<file path="config.mk">
export PLATFORM = sky130hd
export DESIGN_NAME = q2_panel_ctrl
export DESIGN_NICKNAME = d
export VERILOG_FILES = /design/src/rtl/q2_panel_ctrl.sv
export SDC_FILE = /design/constraint.sdc
export NUM_CORES = 1
export LEC_CHECK = 0
export BUFFER_PORTS_ARGS = -buffer_cell sky130_fd_sc_hd__buf_2
export CORE_UTILIZATION = 55
export DETAILED_ROUTE_END_ITERATION = 12
export GPL_TIMING_DRIVEN = 0
export PLACE_DENSITY = 0.83
export SLEW_MARGIN = 15
export SYNTH_ARGS = -nofsm -noshare
export SYNTH_HDL_FRONTEND = slang
export SYNTH_SLANG_ARGS = --single-unit
</file>
<file path="constraint.sdc">
create_clock -name clk -period 1.97 [get_ports clk]
set_input_delay 0.394 -clock clk [delete_from_list [all_inputs] [get_ports clk]]
set_output_delay 0.394 -clock clk [all_outputs]
set_load 0.05 [all_outputs]
</file>
<file path="src/rtl/q2_panel_ctrl.sv">
// q2 front panel: switch synchronizers, debounce, and run/stop/command FSM.
// Commands go to the core over a cmd_valid/cmd_ack handshake.
module q2_panel_ctrl #(
    parameter int DB_CYCLES = 1000,
    parameter int DB_W      = 10
) (
    input  logic        clk,
    input  logic        nrst,
    input  logic [11:0] nsw,
    input  logic        ndep_sw,
    input  logic        nincp_sw,
    input  logic        nstart_sw,
    input  logic        nstop_sw,
    input  logic        halt,
    input  logic        cmd_ack,
    output logic        run,
    output logic        cmd_valid,
    output logic        cmd_op,
    output logic [11:0] cmd_data,
    output logic        busy
);

    typedef enum logic [1:0] {
        IDLE,
        RUN,
        CMD
    } state_t;

    localparam int SW_STOP  = 0;
    localparam int SW_START = 1;
    localparam int SW_INCP  = 2;
    localparam int SW_DEP   = 3;

    localparam logic [DB_W-1:0] DB_LAST = DB_W'(DB_CYCLES - 1);

    logic [15:0]     sync1;
    logic [15:0]     sync2;
    logic [11:0]     nsw_sync;
    logic [3:0]      db_lvl;
    logic [3:0]      db_prev;
    logic [3:0]      press;
    logic [DB_W-1:0] db_cnt [4];

    state_t      state;
    state_t      state_nx;
    logic        op_q;
    logic        op_nx;
    logic [11:0] data_q;
    logic [11:0] data_nx;

    always_ff @(posedge clk or negedge nrst) begin
        if (!nrst) begin
            sync1 <= '1;
            sync2 <= '1;
        end else begin
            sync1 <= {nsw, ndep_sw, nincp_sw, nstart_sw, nstop_sw};
            sync2 <= sync1;
        end
    end

    assign nsw_sync = sync2[15:4];

    // Any agreeing sample restarts the count, so bounces never accumulate.
    always_ff @(posedge clk or negedge nrst) begin
        if (!nrst) begin
            db_lvl  <= '1;
            db_prev <= '1;
            for (int i = 0; i < 4; i++) begin
                db_cnt[i] <= '0;
            end
        end else begin
            db_prev <= db_lvl;
            for (int i = 0; i < 4; i++) begin
                if (sync2[i] == db_lvl[i]) begin
                    db_cnt[i] <= '0;
                end else if (db_cnt[i] == DB_LAST) begin
                    db_lvl[i] <= sync2[i];
                    db_cnt[i] <= '0;
                end else begin
                    db_cnt[i] <= db_cnt[i] + DB_W'(1);
                end
            end
        end
    end

    assign press = db_prev & ~db_lvl;

    always_ff @(posedge clk or negedge nrst) begin
        if (!nrst) begin
            state  <= IDLE;
            op_q   <= 1'b0;
            data_q <= '0;
        end else begin
            state  <= state_nx;
            op_q   <= op_nx;
            data_q <= data_nx;
        end
    end

    always_comb begin
        state_nx = state;
        op_nx    = op_q;
        data_nx  = data_q;
        unique case (state)
            IDLE: begin
                // A stop press swallows everything below it.
                if (!press[SW_STOP]) begin
                    if (press[SW_START]) begin
                        state_nx = RUN;
                    end else if (press[SW_DEP]) begin
                        state_nx = CMD;
                        op_nx    = 1'b0;
                        data_nx  = ~nsw_sync;
                    end else if (press[SW_INCP]) begin
                        state_nx = CMD;
                        op_nx    = 1'b1;
                    end
                end
            end
            RUN: begin
                if (press[SW_STOP] || halt) begin
                    state_nx = IDLE;
                end
            end
            CMD: begin
                if (cmd_ack) begin
                    state_nx = IDLE;
                end
            end
            default: state_nx = IDLE;
        endcase
    end

    assign run       = (state == RUN);
    assign busy      = (state == CMD);
    assign cmd_valid = (state == CMD);
    assign cmd_op    = op_q;
    assign cmd_data  = data_q;

endmodule

</file>
# Word level (Yosys, flattened, before mapping)

Index checks and enable logic that the tools add are counted.

Register bits: 95
Bits of input ports: 20
Output and inout port bits: 16
Logic and storage cells: 68

Add/sub/neg operators: 4
Equal/unequal tests: 14
Mux-type cells: 17
Bitwise operators: 9
Reduce and logical (&&, ||, !) cells: 10

Operator list:

| operator                                       | number |
|---|---|
| 2-to-1 mux 10 bit                              | 8 |
| adder 10 x 1 -> 10 bit (second input constant) | 4 |
| == test 10 bit (second input constant)         | 4 |
| 2-to-1 mux 2 bit                               | 6 |
| NOT 12 bit                                     | 1 |
| AND reduction 4 bit                            | 3 |
| AND reduction 2 bit                            | 4 |
| NOT 1 bit                                      | 6 |
| one-hot mux 2 bit (3 select lines)             | 1 |
| bitwise AND 4 bit                              | 1 |
| == test 1 bit                                  | 4 |
| != test 2 bit (second input constant)          | 2 |
| != test 4 bit (second input constant)          | 1 |
| NOT 4 bit                                      | 1 |
| == test 2 x 1 -> 1 bit (second input constant) | 1 |
| == test 2 bit (second input constant)          | 1 |
| logical NOT 2 bit                              | 1 |
| 2-to-1 mux 1 bit                               | 2 |
| != test 2 x 1 -> 1 bit (second input constant) | 1 |
| nonzero test 2 bit                             | 1 |
| logical OR 1 bit                               | 1 |

# Depth between registers and ports, before layout

Gate-level depths: netlist of run 1.

Depth after elaboration: 7
Mapped depth: 5
Mapped depth without buffers: 5

# Least setup slack after synthesis of run 1

No wires, ideal clock.

Path kind: register to output
Start point: reg state[0]
End point: out cmd_valid
Arrival: 1517 ps
Data required time: 1576 ps
Setup slack: 59 ps
Cell stages (with the launch flop): 3
Path buffers: 1
Path through: dfrtp_1 -> nor2b_1 -> buf_4

Word-level cells in the longest chain between the ends: 1

Ends and longest elaborated chain:

| what                   | RTL line | RTL |
|---|---|---|
| from (decl)            | 44       | `state_t state;` |
| from (signal assigned) | 94       | `state <= state_nx;` |
| == test 2 bit          | -        |  |
| to (decl)              | 17       | `output logic cmd_valid,` |

Every way passes these cells.

# Worst setup path after layout of run 1

Start point: reg state[1]
End point: out cmd_valid

Word-level cells in the longest chain between the ends: 1

Ends and longest elaborated chain:

| what          | RTL line | RTL |
|---|---|---|
| == test 2 bit | 136      | `assign cmd_valid = (state == CMD);` |

Every way passes these cells.

==> results.md, run 1 <==
* Total of cells resized after clock tree synthesis at 0
* Total via count in the routed design at 2,481
* CTS clock-pin slew for the worst setup and hold paths at around 110 ps
* Dominant cells by area after synthesis: sky130_fd_sc_hd__dfrtp_1 (36%), sky130_fd_sc_hd__dfstp_2 (28%), sky130_fd_sc_hd__nor2_1 (3.7%)
* Weighted congestion at the end of routability-driven global placement at approximately 0.85
* Maximum resistive drop on vdd at around 560 uV
* Number of antenna violations at the first check in global routing at 0
* Wire length of the first global-routing pass at around 11,000 um
* Leakage power summed over all cells at between 1.5 and 2 nW
* Distinct cell type count of the synthesized netlist at 40
* Endpoint type of the worst setup path: output port
* Clk pwr share at about two fifths
* Ordered cell list for the critical path: nor2b_1 > buf_4 > buf_2
* Root Driver: sky130_fd_sc_hd__clkbuf_8
* Slowest stage cell, crit path: sky130_fd_sc_hd__dfrtp_1
* Run status: finished with violations
* Routed WL at just over 6000 um
* Number of nets produced by synthesis at around 350
* Final critical path time including I/O delays and setup at roughly 1800 ps
* Number of nets in the layout at 393
* Core occupancy in the finished layout at about two thirds
* Initial DRT Pass Iterations at 9
* Starting Density at approximately 58%
* Post-synthesis cell area at about 3800 sq um
* Largest net degree at the start of global routing at 50
* Diodes inserted at 0
* Number of input and output port buffers inserted at 35
* Critical setup path kind: reg -> out
* Final-report hold violation count at 0
* Number of slew-limit violations in the final report at 0
* Post-DR wirelength/cell at ~14 um
* Per-cell via count in the routed design at roughly 5.5
* Maximum capacitance violations at 0
* Number of global-route vias before repair at roughly 2,400
* Fraction of post-synthesis cell area in the top cell type by area at 36.39%
* Hold Path Class: in -> async
* Combinational share of power at under 10%
* Placeable core region at ~6500 sq um
* Worst skew pair latency at about 360 ps
* Tot Pwr at about 3.6 mW
* Startpoint Class: register
* Setup repair after global routing missed its margin: false
* HPWL reported at the end of detailed placement at around 4200 um
* Transition time of the tightest slew-check pin at ~600 ps
* P_sw at 0.8548 mW
* Overall global routing resource usage at approximately 19%
* Layout cells sized above 1 at a little over a quarter
* Final clock skew at ~13 ps
* Dominant cell type by area after synthesis: sky130_fd_sc_hd__dfrtp_1
* DIE WIDTH at roughly 85 um
* TritonCTS clock tree: yes
* CTS H-Tree Depth at 3
* Residual DRC count at 4
* Internal power at around 2.7 mW
* CTS Hold Buffers Added at 0
* Highest cell delay on the worst timing path at approximately 420 ps
* Setup violators final at 0
* Vertical die dimension at 84.93 um
* Maximum frequency from static timing analysis at 0.5509 GHz
* Synth warnings at 0
* Combined buffer and inverter count along the critical path at 2
* Required @ worst endpoint at 1580 ps
* Worst-path maximum fanout at 5
* Switching Share at roughly a quarter
* Arrival time at the worst endpoint at ~1400 ps
* Cell types with the highest counts after synthesis: sky130_fd_sc_hd__dfrtp_1 (55), sky130_fd_sc_hd__dfstp_2 (40), sky130_fd_sc_hd__nor2_1 (37)
* Synth-to-Final Area Change at 13.83%
* Most common cell in the synthesized netlist: sky130_fd_sc_hd__dfrtp_1
* Die footprint at 7212 sq um
* DRC violation total after the first TritonRoute iteration at 110
* Proportion of synthesized chip area in sequential cells at ~64%
* Post-Syn Instances at 322
* Number of buffers on the longest clock path at 2
* Clk sinks at 95
* I/O Pins at 36
* Cell Rows at 29
* Antenna-violating nets left at 0
* Num CTS Buffers at 9
* Ys async rst share at 100.0%
* Grt total ovfl at 0
* Part of the power in registers at around three fifths
* Violations in the final reports: design-rule violations
* Pwr dens at about 830 nW/um^2
* Kind of cell adding the most delay to the critical path: flip-flops
* Number of setup buffers added after CTS at 0
* Syn avg cell area at ~12 sq um
* Synth Flop Type: sky130_fd_sc_hd__dfrtp_1
* Worst slew margin relative to its limit at between 60% and 70%
* Number of storage elements in the synthesis netlist at 95
* Tcrit/Tclk final at 92.14%
* Number of enable flip-flop cells after synthesis at 0
cells by family (layout without fill, tap and decap cells):
group	after synthesis	in the layout	share of synthesized area (%)
XOR/XNOR	27	27	6.252
AO/OA/AOI/OAI	46	46	7.575
AND/OR/NAND/NOR	135	135	17.93
multiplexers	6	6	1.753
adder cells (fa/ha/maj)	4	4	1.323
flip-flops	95	95	64.17
buffers and inverters	9	61	0.9925
per-layer routing:
metal | share of wire, % | GRT usage, % | vias up
li1 | - | - | 1204
met1 | 45 | 24.07 | 1224
met2 | 50 | 31.41 | 46
met3 | 3.7 | 6.907 | 7
met4 | 1.3 | 6.780 | 0
met5 | 0 | 0 | -
layout by cell type, fill, tap and decap left out, drive strengths merged, types with 11 or more instances in the layout:
master	instances
o21ai	21
xnor2	12
xor2	15
nor2	37
nand2	32
and3	11
dfstp	40
dfrtp	55
buf	37
clkbuf	11
nand3	22
path summary, 6_finish.rpt:
path / start / end / slack [ps] / cells past startpoint
worst max-delay path: state[1]$_DFFE_PN0P_ / cmd_valid / 150 / 3
worst min-delay path: nrst / cmd_data[8]$_DFFE_PN0P_ / 30 / 1
max in group asynchronous: nrst / sync2[3]$_DFF_PN1_ / 1250 / 2
worst max register to register: db_lvl[0]$_DFFE_PN1P_ / cmd_data[4]$_DFFE_PN0P_ / 190 / 5
worst min register to register: sync1[5]$_DFF_PN1_ / sync2[5]$_DFF_PN1_ / 350 / 0
min in group clk: nsw[2] / sync1[6]$_DFF_PN1_ / 120 / 1
worst register-to-register path, stage by stage (launching register included):
cell and delay [ps]:
sky130_fd_sc_hd__dfstp_2 600, sky130_fd_sc_hd__nand2b_1 200, sky130_fd_sc_hd__nand4_1 320, sky130_fd_sc_hd__clkbuf_1 320, sky130_fd_sc_hd__nand2_1 140, sky130_fd_sc_hd__o21ai_0 90
cell type report:
class,instances,area [sq um]
Buffer,3,15.01
Clock buffer,9,123.9
Clock inverter,7,97.59
Fill cell,466,2190
Inverter,6,22.52
Multi-Input combinational cell,218,1318
Sequential cell,95,2427
Tap cell,77,96.34
Timing Repair Buffer,36,205.2
power by group through the flow:
| stage | clock network, mW | registers, mW | logic, mW |
|---|---|---|---|
| after floorplan | 0 | 2.09 | 0.0463 |
| after global placement | 0 | 2.10 | 0.110 |
| after detailed placement | 0 | 2.10 | 0.121 |
| after CTS | 1.41 | 2.07 | 0.122 |
| after global routing | 1.48 | 2.08 | 0.138 |
| final | 1.38 | 2.07 | 0.117 |
stage by stage:
stage	instance area [sq um]	setup TNS, ps	hold slack, ps	cells	setup slack, ps
after floorplan	3782	0	98.41	322	59.31
after CTS	4305	0	35.57	451	126.4
after detailed placement	4084	0	346.8	435	152.6
after global routing	4305	0	53.98	451	2.360
after global placement	4054	-14870	345.5	434	-273.5
final	4305	0	30.22	451	154.8
state kept, by name, summed over array words and instances, names as in the netlist:
signal,count
state,2
db_lvl,4
sync2,16
sync1,16
cmd_op,1
db_cnt,40
cmd_data,12
db_prev,4
Note: power is estimated with default switching activity, not from simulation.
==> run 2: changes to the inputs <==
RECOVER_POWER = 100   (was default)
clock period = 1.7 ns   (was 1.97 ns; I/O delays follow)
==> results.md, run 2 (same netlist as run 1, synthesis figures left out) <==
* Number of slew-limit violations in the final report at 0 (unchanged)
* Internal power at 3.167 mW (+17%)
* Pwr dens at 932.9 nW/um^2 (+13%)
* Violations in the final reports: design-rule violations
* Switching Share at 21.94% (-2.1 points)
* Tcrit/Tclk final at between 90% and 100%
* I/O Pins at 36 (unchanged)
* Per-cell via count in the routed design at 5.477 (-0.44%)
* DIE WIDTH at 84.93 um (unchanged)
* Number of buffers on the longest clock path at 2 (unchanged)
* DRC violation total after the first TritonRoute iteration at 131 (+19%)
* Post-DR wirelength/cell at 14.28 um (+4.1%)
* Residual DRC count at 4 (unchanged)
* Layout cells sized above 1 at 25.66% (-1.3 points)
* Final-report hold violation count at 0 (unchanged)
* Worst setup slack after placement at -88.36 ps (-240.9 ps)
* Cell Rows at 29 (unchanged)
* Commonest non-fill, non-tap cells in the layout: sky130_fd_sc_hd__dfrtp_1 (53), sky130_fd_sc_hd__nor2_1 (37), sky130_fd_sc_hd__dfstp_2 (37), sky130_fd_sc_hd__nand2_1 (32)
* Post-layout worst setup margin at 62.56 ps (-92.25 ps)
* Most common cell after layout, fill and taps aside: sky130_fd_sc_hd__dfrtp_1
* Maximum frequency from static timing analysis at 0.6107 GHz
* Die footprint at 7212 sq um (unchanged)
* Largest regs: db_cnt (40), sync1 (16), sync2 (16)
* Clk pwr share at 37.5% (-1.1 points)
* Diodes inserted at 0 (unchanged)
* Clk sinks at 95 (unchanged)
* Endpoint type of the worst setup path: output port
* TritonCTS clock tree: yes
* Combinational share of power at 3.4% (about the same)
* Dpl cell area at 4086 sq um (about the same)
* Critical setup path kind: reg -> out
* Num CTS Buffers at 9 (unchanged)
* HPWL reported at the end of detailed placement at 4646 um (+9.8%)
* Wire length of the first global-routing pass at 10,920 um (+0.44%)
* Worst skew pair latency at 360 ps (about the same)
* Routed WL at 6496 um (+5.0%)
* Tot Pwr at 4.057 mW (+14%)
* Maximum resistive drop on vdd at 489.8 uV (-13%)
* Starting Density at 58.24% (unchanged)
* Initial DRT Pass Iterations at 8 (-1)
* Placeable core region at 6495 sq um (unchanged)
* P_sw at 0.8902 mW (+4.1%)
* Total via count in the routed design at 2,492 (+0.44%)
* Worst r2r src: db_cnt[13]$_DFF_PN0_
* Part of the power in registers at 59.0% (+0.9 points)
* Area taken by flip-flops and latches at 2430 sq um (+0.10%)
* Antenna-violating nets left at 0 (unchanged)
* Number of nets in the layout at 397 (+1.0%)
* Final critical path time including I/O delays and setup at 1637 ps
* Launch point of the critical path: state[1]$_DFFE_PN0P_
* Root Driver: sky130_fd_sc_hd__clkbuf_8
* Grt total ovfl at 0 (unchanged)
* Final clock skew at 6.155 ps (-7.183 ps)
* Run status: finished with violations
* Arrival time at the worst endpoint at 1300 ps (-120 ps)
* Number of antenna violations at the first check in global routing at 0 (unchanged)
* Required @ worst endpoint at 1360 ps (-220 ps)
* Overall global routing resource usage at 19.83% (+0.54 points)
* Transition time of the tightest slew-check pin at 859.9 ps (+272.8 ps)
* Number of global-route vias before repair at 2,421 (-0.041%)
* Weighted congestion at the end of routability-driven global placement at 0.8238 (-3.4%)
* Synth-to-Final Area Change at 14.99%
* Setup violators final at 0 (unchanged)
* Multi-input combinational cell area at 1338 sq um (+1.5%)
* Startpoint Class: register
* Vertical die dimension at 84.93 um (unchanged)
* Leakage power summed over all cells at 1.938 nW (-1.2%)
* Flip-flop count of the largest register, all copies and words added at 40 (unchanged)
* Hold Path Class: in -> reg
* CTS H-Tree Depth at 3 (unchanged)
* Startpoint of the lowest-slack hold path: nincp_sw
* Number of input and output port buffers inserted at 35 (unchanged)
* Final non-filler cell area at 4349 sq um (+1.0%)
* Register bank with the most flops: db_cnt
* Worst slew margin relative to its limit at 42.67% (-18 points)
* Worst-path maximum fanout at 5 (unchanged)
* CTS clock-pin slew for the worst setup and hold paths at 90 ps (-20 ps)
* Final-layout fill cell count at 460 (-1.3%)
* Largest net degree at the start of global routing at 63 (+26%)
* Maximum capacitance violations at 0 (unchanged)
run 2: cell types whose count changed in the layout (fill, tap and decap cells not counted), sizes merged:
cell,previous run,this run
inv,10,8
clkbuf,11,29
dlygate4sd3,0,1
buf,37,25
bufinv,1,0
run 2: stage by stage:
step | setup TNS (ps) | instances | utilization, % | hold WS, ps
final | 0 | 455 | 66.96 | 65.30
after global placement | -28540 | 434 | 62.45 | 345.5
after CTS | 0 | 454 | 66.73 | 46.84
after floorplan | 0 | 322 | - | 44.41
after detailed placement | -428.0 | 435 | 62.92 | 313.8
after global routing | -26.50 | 455 | 66.96 | 33.43
run 2: routing by layer:
metal  routed length (um)  track usage, %
met1                 2822           24.42
met2                 3311           32.15
met3                  297           7.490
met4                   65           7.396
met5                    0               0
run 2: what timing repair did:
| item | in CTS | in global routing |
|---|---|---|
| pin swaps | 1 | 0 |
| resized for setup | 2 | 6 |
| hold buffers | 1 | 0 |
| cloned | 0 | 0 |
| endpoints found under the setup margin | 11 | 5 |
| buffers inserted | 2 | 1 |
| endpoints found under the hold margin | 22 | 0 |
run 2: path summary, 6_finish.rpt:
path,end,depth (start not counted),slack [ps]
hold / removal,sync1[2]$_DFF_PN1_,1,70
setup reg to reg,db_cnt[17]$_DFF_PN0_,4,90
hold reg to reg,sync2[12]$_DFF_PN1_,0,350
min in group asynchronous,db_cnt[27]$_DFF_PN0_,2,620
setup / recovery,cmd_valid,3,60
max in group asynchronous,sync2[15]$_DFF_PN1_,3,280
run 2: critical path, cell delays in order (launching register included):
cell,delay [ps]
sky130_fd_sc_hd__dfrtp_1,430
sky130_fd_sc_hd__nor2b_4,210
sky130_fd_sc_hd__buf_4,120
sky130_fd_sc_hd__buf_4,180
run 2: layout make-up:
type / count / area share [%]
tap: 77 / 2.215
clock inverter: 4 / 0.7192
inverter: 6 / 0.5178
timing repair buffer: 40 / 5.236
multi-input combinational: 218 / 30.75
buffer: 3 / 0.3740
sequential: 95 / 55.87
clock buffer: 12 / 4.315
run 2: power groups by stage:
stage                     Sequential, mW  Clock (mW)  Combinational, mW
after floorplan                     2.42           0             0.0537
after global placement              2.43           0              0.128
after detailed placement            2.44           0              0.141
after CTS                           2.40        1.57              0.143
after global routing                2.40        1.66              0.162
final                               2.40        1.52              0.139
